File: src/rtl/piano_pkg.sv
// ---------------------------------------------------------------------------
// piano_pkg
// Shared types and helpers for the Piano Tiles key-judging stage.
//   LANES         : number of key lanes (one per KEY button)
//   game_state_t  : IDLE / PLAY / OVER, encoded as rendered by the display
//   bcd_digit_t   : one packed BCD digit
//   bcd_inc_sat   : +1 on a four-digit BCD value, saturating at 9999
// ---------------------------------------------------------------------------
package piano_pkg;

  localparam int LANES = 4;

  typedef enum logic [1:0] {
    IDLE = 2'd0,
    PLAY = 2'd1,
    OVER = 2'd2
  } game_state_t;

  typedef logic [3:0] bcd_digit_t;

  // Ripple the +1 through the digits; a digit at 9 wraps to 0 and carries on.
  function automatic logic [15:0] bcd_inc_sat(input logic [15:0] value);
    logic [15:0] result;
    logic        carry;
    bcd_digit_t  digit;
    result = value;
    if (value == 16'h9999) begin
      carry = 1'b0;
    end else begin
      carry = 1'b1;
    end
    for (int i = 0; i < 4; i++) begin
      digit = result[i*4 +: 4];
      if (carry) begin
        if (digit == 4'd9) begin
          result[i*4 +: 4] = 4'd0;
        end else begin
          result[i*4 +: 4] = digit + 4'd1;
          carry            = 1'b0;
        end
      end else begin
        result[i*4 +: 4] = digit;
      end
    end
    return result;
  endfunction

endpackage

File: src/rtl/piano_key_judge_if.sv
// ---------------------------------------------------------------------------
// piano_key_judge_if
// Tile handshake and judge results between the tile scheduler (master) and
// the key judge (slave).
//   tile_valid/tile_lane/tile_expire : hit-zone tile info, driven by master
//   tile_consume                     : judge retires the hit-zone tile
//   hit/miss                         : one-cycle judgement pulses
//   score_bcd/misses/game_state      : persistent game status for display
// ---------------------------------------------------------------------------
interface piano_key_judge_if;
  import piano_pkg::*;

  logic        tile_valid;
  logic [1:0]  tile_lane;
  logic        tile_expire;
  logic        tile_consume;
  logic        hit;
  logic        miss;
  logic [15:0] score_bcd;
  logic [1:0]  misses;
  game_state_t game_state;

  modport master (
    output tile_valid, tile_lane, tile_expire,
    input  tile_consume, hit, miss, score_bcd, misses, game_state
  );

  modport slave (
    input  tile_valid, tile_lane, tile_expire,
    output tile_consume, hit, miss, score_bcd, misses, game_state
  );

endinterface

File: src/rtl/key_debouncer.sv
// ---------------------------------------------------------------------------
// key_debouncer
// One key lane: 2-flop synchronizer, stability counter and press-edge pulse.
//   clk, rst_n  : clock, asynchronous active-low reset
//   key_n       : raw button level, 0 = pressed
//   press_edge  : one-cycle pulse on the released->pressed debounced flip
// ---------------------------------------------------------------------------
module key_debouncer #(
  parameter int DEBOUNCE_CYCLES = 500000
) (
  input  logic clk,
  input  logic rst_n,
  input  logic key_n,
  output logic press_edge
);

  localparam int CW = $clog2(DEBOUNCE_CYCLES + 1);
  localparam logic [CW-1:0] CNT_MAX = CW'(DEBOUNCE_CYCLES);

  logic          sync1_r;
  logic          sync2_r;
  logic          level_s;
  logic          deb_r;
  logic [CW-1:0] cnt_r;
  logic          edge_r;

  assign level_s    = ~sync2_r;
  assign press_edge = edge_r;

  // Synchronizer; reset value models a released key.
  always_ff @(posedge clk or negedge rst_n) begin
    if (!rst_n) begin
      sync1_r <= 1'b1;
      sync2_r <= 1'b1;
    end else begin
      sync1_r <= key_n;
      sync2_r <= sync1_r;
    end
  end

  // The counter must sit at CNT_MAX with the level still differing before
  // the debounced level flips, so the flip lands DEBOUNCE_CYCLES after the
  // synchronized level first differs.
  always_ff @(posedge clk or negedge rst_n) begin
    if (!rst_n) begin
      deb_r  <= 1'b0;
      cnt_r  <= {CW{1'b0}};
      edge_r <= 1'b0;
    end else begin
      edge_r <= 1'b0;
      if (level_s != deb_r) begin
        if (cnt_r == CNT_MAX) begin
          deb_r  <= level_s;
          cnt_r  <= {CW{1'b0}};
          edge_r <= level_s;
        end else begin
          cnt_r <= cnt_r + CW'(1);
        end
      end else begin
        cnt_r <= {CW{1'b0}};
      end
    end
  end

endmodule

File: src/rtl/piano_key_judge.sv
// ---------------------------------------------------------------------------
// piano_key_judge
// Debounces the four KEY buttons and judges each press against the tile in
// the hit zone; keeps BCD score, miss count and game state.
//   CLOCK_50 : 50 MHz clock
//   resetn   : asynchronous active-low reset (SW[0])
//   key_n    : raw KEY[3:0], 0 = pressed, bit i = lane i
//   bus      : tile handshake and judge results (slave side)
// ---------------------------------------------------------------------------
module piano_key_judge
  import piano_pkg::*;
#(
  parameter int DEBOUNCE_CYCLES = 500000,
  parameter int MAX_MISSES      = 3
) (
  input  logic             CLOCK_50,
  input  logic             resetn,
  input  logic [LANES-1:0] key_n,
  piano_key_judge_if.slave bus
);

  localparam logic [1:0] MISS_LAST = 2'(MAX_MISSES - 1);

  logic [LANES-1:0] edge_s;
  logic             press_any_s;
  logic             lane_hit_s;

  game_state_t      state_r;
  logic [15:0]      score_r;
  logic [1:0]       misses_r;
  logic             hit_r;
  logic             miss_r;
  logic             consume_r;

  for (genvar g = 0; g < LANES; g++) begin : g_lane
    key_debouncer #(
      .DEBOUNCE_CYCLES(DEBOUNCE_CYCLES)
    ) u_deb (
      .clk       (CLOCK_50),
      .rst_n     (resetn),
      .key_n     (key_n[g]),
      .press_edge(edge_s[g])
    );
  end

  assign press_any_s = |edge_s;
  assign lane_hit_s  = bus.tile_valid & edge_s[bus.tile_lane];

  assign bus.hit          = hit_r;
  assign bus.miss         = miss_r;
  assign bus.tile_consume = consume_r;
  assign bus.score_bcd    = score_r;
  assign bus.misses       = misses_r;
  assign bus.game_state   = state_r;

  // Judge FSM with score, miss count and pulse outputs.
  always_ff @(posedge CLOCK_50 or negedge resetn) begin
    if (!resetn) begin
      state_r   <= IDLE;
      score_r   <= 16'h0000;
      misses_r  <= 2'd0;
      hit_r     <= 1'b0;
      miss_r    <= 1'b0;
      consume_r <= 1'b0;
    end else begin
      hit_r     <= 1'b0;
      miss_r    <= 1'b0;
      consume_r <= 1'b0;
      case (state_r)
        IDLE: begin
          score_r  <= 16'h0000;
          misses_r <= 2'd0;
          // The starting press only arms the game; it is not judged.
          if (press_any_s) begin
            state_r <= PLAY;
          end else begin
            state_r <= IDLE;
          end
        end
        PLAY: begin
          // A correct press wins over wrong presses and a coincident expiry.
          if (lane_hit_s) begin
            hit_r     <= 1'b1;
            consume_r <= 1'b1;
            score_r   <= bcd_inc_sat(score_r);
          end else if (press_any_s || bus.tile_expire) begin
            miss_r   <= 1'b1;
            misses_r <= misses_r + 2'd1;
            if (misses_r == MISS_LAST) begin
              state_r <= OVER;
            end else begin
              state_r <= PLAY;
            end
          end else begin
            state_r <= PLAY;
          end
        end
        OVER: begin
          if (press_any_s) begin
            state_r  <= IDLE;
            score_r  <= 16'h0000;
            misses_r <= 2'd0;
          end else begin
            state_r <= OVER;
          end
        end
        default: begin
          state_r <= IDLE;
        end
      endcase
    end
  end

endmodule

File: src/flat_wrapper.sv
// flat-port wrapper written by rule: the top's interface ports become plain ports
module piano_key_judge_flat import piano_pkg::*;
#(
  parameter int DEBOUNCE_CYCLES = 500000,
  parameter int MAX_MISSES      = 3
)
  (CLOCK_50, resetn, key_n, bus_tile_valid, bus_tile_lane, bus_tile_expire, bus_tile_consume, bus_hit, bus_miss, bus_score_bcd, bus_misses, bus_game_state);
  piano_key_judge_if bus_i ();
  input  logic CLOCK_50;
  input  logic resetn;
  input  logic [LANES-1:0] key_n;
  input wire logic [$bits(bus_i.tile_valid)-1:0] bus_tile_valid;
  input wire logic [$bits(bus_i.tile_lane)-1:0] bus_tile_lane;
  input wire logic [$bits(bus_i.tile_expire)-1:0] bus_tile_expire;
  output wire logic [$bits(bus_i.tile_consume)-1:0] bus_tile_consume;
  output wire logic [$bits(bus_i.hit)-1:0] bus_hit;
  output wire logic [$bits(bus_i.miss)-1:0] bus_miss;
  output wire logic [$bits(bus_i.score_bcd)-1:0] bus_score_bcd;
  output wire logic [$bits(bus_i.misses)-1:0] bus_misses;
  output wire logic [$bits(bus_i.game_state)-1:0] bus_game_state;
  assign bus_i.tile_valid = bus_tile_valid;
  assign bus_i.tile_lane = bus_tile_lane;
  assign bus_i.tile_expire = bus_tile_expire;
  assign bus_tile_consume = bus_i.tile_consume;
  assign bus_hit = bus_i.hit;
  assign bus_miss = bus_i.miss;
  assign bus_score_bcd = bus_i.score_bcd;
  assign bus_misses = bus_i.misses;
  assign bus_game_state = bus_i.game_state;
  piano_key_judge #(.DEBOUNCE_CYCLES(DEBOUNCE_CYCLES), .MAX_MISSES(MAX_MISSES)) u_core (.CLOCK_50(CLOCK_50), .resetn(resetn), .key_n(key_n), .bus(bus_i));
endmodule
File: config.mk
export PLATFORM = sky130hd
export DESIGN_NAME = piano_key_judge_flat
export DESIGN_NICKNAME = d
export VERILOG_FILES = /design/src/rtl/piano_pkg.sv /design/src/rtl/piano_key_judge_if.sv /design/src/rtl/key_debouncer.sv /design/src/rtl/piano_key_judge.sv /design/src/flat_wrapper.sv
export SDC_FILE = /design/constraint.sdc
export NUM_CORES = 1
export LEC_CHECK = 0
export ABC_AREA = 1
export CORE_AREA = 2 2 125 127
export DETAILED_ROUTE_END_ITERATION = 12
export DIE_AREA = 0 0 127 129
export DONT_BUFFER_PORTS = 1
export RECOVER_POWER = 25
export SYNTH_ARGS = -nofsm -noshare
export SYNTH_HDL_FRONTEND = slang
export SYNTH_SLANG_ARGS = --single-unit
File: constraint.sdc
create_clock -name CLOCK_50 -period 2.6 [get_ports CLOCK_50]
set_clock_uncertainty 0.15 [all_clocks]
set_input_delay 0.52 -clock CLOCK_50 [delete_from_list [all_inputs] [get_ports CLOCK_50]]
set_output_delay 0.52 -clock CLOCK_50 [all_outputs]
set_load 0.03 [all_outputs]
==> flow_summary_export.csv <==
group,metric,value,unit
run_status,status,"finished, violations left",
run_status,violations,"negative hold slack",
cts,clock_latency,0.42,ns
floorplanning,start_util,44.4,%
global_routing,grt_pass1_wl,24800,um
synthesis,async_flop_share,100,%
sta,relSlewSlack,53.5,%
synthesis,ys_warn_count,0,
global_routing,met2_usage,30.0,%
placed_design,gp_congestion,0.857,
route,drt_pass1_iterations,5,
route,ant_nets,0,
synthesis,syn_nets,915,
global_routing,track_usage,18.7,%
cts,cts_resized,0,
cts,cts-root-buf,"clkbuf_16",
route,num_vias,5520,
floorplanning,io_pins,33,
sta,worst_hold_slack,-0.343,ns
cts,numCtsBuffers,17,
synthesis,synth_cell_types,31,
route,vias_per_cell,5.00,
route,wirelength,14200,um
synthesis,ys_seq_area_share,43.1,%
global_routing,overflow,0,
floorplanning,coreArea,15000,sq um
synthesis,syn_area,6640,sq um
global_routing,grt_antenna_before_repair,0,
cells_and_area,antenna_cells,0,
route,wire_per_inst,12.9,um
global_routing,use_met1,24.8,%
cells_and_area,syn2layout_area_growth,12.4,%
run,maxCapViolCount,0,
synthesis,syn_inst,888,
critical_path,worstPathRequired,2.75,ns
placed_design,portBuffers,0,
pwr,ir_drop,637,uV
synthesis,synth_ff_type,"dfrtp_1",
synthesis,synth_edf_count,0,
floorplanning,die_x,127,um
critical_path,worst-setup-path-type,"reg2reg",
route,drt_iter0_drc,325,
cells_and_area,drive_above_1_share,8.52,%
cells_and_area,final_cell_mix,"nand2_1, nor2_1, inv_1",
global_routing,met3_usage,4.28,%
cts,cts_setup_buffers,0,
global_routing,grt_max_degree,115,
cts,cts_max_path_buffers,2,
cells_and_area,layout_commonest_cell,"nand2_1",
sta,finalSetupTns,0,ns
cts,cts_max_level,4,
synthesis,synth-seq-cells,114,
sta,fmax,464,MHz
global_routing,grt_pass1_vias,5415,
sta,fin_crit_sh,82.8,%
floorplanning,dieArea,16400,sq um
sta,period_needed,2.15,ns
cts,ctsHoldBuffers,4,
floorplanning,fp-row-count,45,
cts,cts.sinks,114,
global_routing,busiest_layer,"met2",
critical_path,cp-end-kind,"register",
critical_path,crit_fanout,20,
floorplanning,die_h,129,um
route,drc,0,
worst_hold_path,min_path_type,"in2async",
sta,hold_viol,114,
critical_path,start_kind,"register",
synthesis,syn_area_per_cell,7.48,sq um
sta,worst_pin_slew,0.695,ns
sta,slew_viol_final,0,
critical_path,arrival,2.30,ns
sta,rsz0062_at_grt,"no",
pwr,leakage,3.18,nW
cells_and_area,final_nets,929,
pwr,finalPower,4.24,mW
cts,clkTransAtPathRegs,0.06,ns
sta,finalSetupViolations,0,
pwr,cellPowerDensity,567,nW/um^2
placed_design,dpl.hpwl,10300,um
cts,cts_tree,"built",
==> layout make-up <==
cell class / count / area [sq um]
timing repair buffer: 5 / 47.5
tap: 188 / 235
clock buffer: 23 / 488
inverter: 119 / 447
fill: 1480 / 7510
clock inverter: 9 / 106
sequential: 114 / 2860
multi-input combinational: 645 / 3280
==> Yosys cell counts (all sizes together), types with 3 or more instances <==
| cell type | instances | share of area (%) |
|---|---|---|
| dfstp | 8 | 3.2 |
| a21oi | 13 | 1.1 |
| dfrtp | 106 | 40 |
| inv | 117 | 6.6 |
| nand3 | 71 | 5.6 |
| a31oi | 3 | 0.28 |
| xnor2 | 10 | 1.3 |
| nor4 | 4 | 0.38 |
| nor3 | 50 | 4.1 |
| nand2 | 188 | 11 |
| nor2 | 187 | 11 |
| nand4 | 51 | 5.0 |
| ha | 17 | 3.2 |
| buf | 6 | 0.53 |
| clkbuf | 4 | 0.26 |
| o21ai | 8 | 0.60 |
| xor2 | 38 | 5.0 |
==> metrics by stage <==
step,instance area (sq um),std cells,hold slack [ns],setup slack (ns),utilization [%]
finish,7470,1103,-0.343,0.447,49.9
global route,7470,1103,-0.366,0.257,49.9
CTS,7470,1103,-0.366,0.448,49.9
detailed placement,6830,1067,0.0787,0.455,45.6
global placement,6830,1067,0.0783,0.500,45.6
floorplan,6640,888,0.0744,0.813,-
==> logic make-up (layout without fill, tap and decap cells) <==
logic type / after synthesis / count (layout) / synth area share (%)
xor gates and xnor gates: 48 / 48 / 6.33
buffers and inverters: 129 / 156 / 7.51
DFF: 114 / 114 / 43.1
adders and majority gates: 17 / 17 / 3.20
AOI/OAI and AO/OA: 27 / 27 / 2.32
and+or+nand+nor: 553 / 553 / 37.6
==> sequential cells by signal, summed over array words and instances, names as in the netlist, 2 cells and up <==
register and cells:
u_core.g_lane.u_deb.sync2_r 4, u_core.bus.misses 2, u_core.g_lane.u_deb.cnt_r 76, u_core.bus.score_bcd 16, u_core.g_lane.u_deb.press_edge 4, u_core.bus.game_state 2
u_core.g_lane.u_deb.sync1_r 4, u_core.g_lane.u_deb.deb_r 4
==> metal layers <==
metal | part of all wire [%] | routed length, um
met5 | 0 | 0
met1 | 49 | 6950
met3 | 3.4 | 479
met4 | 1.6 | 227
met2 | 46 | 6540
==> where the power goes <==
group | switching (mW) | leakage (nW) | total [mW] | internal, mW
Clock | 0.807 | 0.285 | 2.31 | 1.51
Combinational | 0.0609 | 1.34 | 0.0969 | 0.0360
Sequential | 0.0246 | 1.56 | 1.83 | 1.80
==> critical path, cell delays in order (launching register included) <==
cell and delay [ns]:
dfrtp_1 0.54, inv_1 0.15, nand2_2 0.19, inv_2 0.11
nand2_1 0.54, nand3_2 0.21, nand2_1 0.10, nand2_1 0.05
==> path summary, 6_finish.rpt <==
check	startpoint	to	slack, ns	cells after the start
max	u_core.bus.game_state[1]$_DFFE_PN0N_	u_core.bus.score_bcd[5]$_DFFE_PN0P_	0.45	7
min	resetn	u_core.g_lane[3].u_deb.cnt_r[14]$_DFF_PN0_	-0.34	0
max reg2reg	u_core.bus.game_state[1]$_DFFE_PN0N_	u_core.bus.score_bcd[5]$_DFFE_PN0P_	0.45	7
min reg2reg	u_core.g_lane[1].u_deb.sync1_r$_DFF_PN1_	u_core.g_lane[1].u_deb.sync2_r$_DFF_PN1_	0.21	0
max in group asynchronous	resetn	u_core.g_lane[2].u_deb.sync2_r$_DFF_PN1_	2.40	0
min in group CLOCK_50	u_core.g_lane[1].u_deb.sync1_r$_DFF_PN1_	u_core.g_lane[1].u_deb.sync2_r$_DFF_PN1_	0.21	0
No activity file was read; power rests on OpenSTA's default activity.
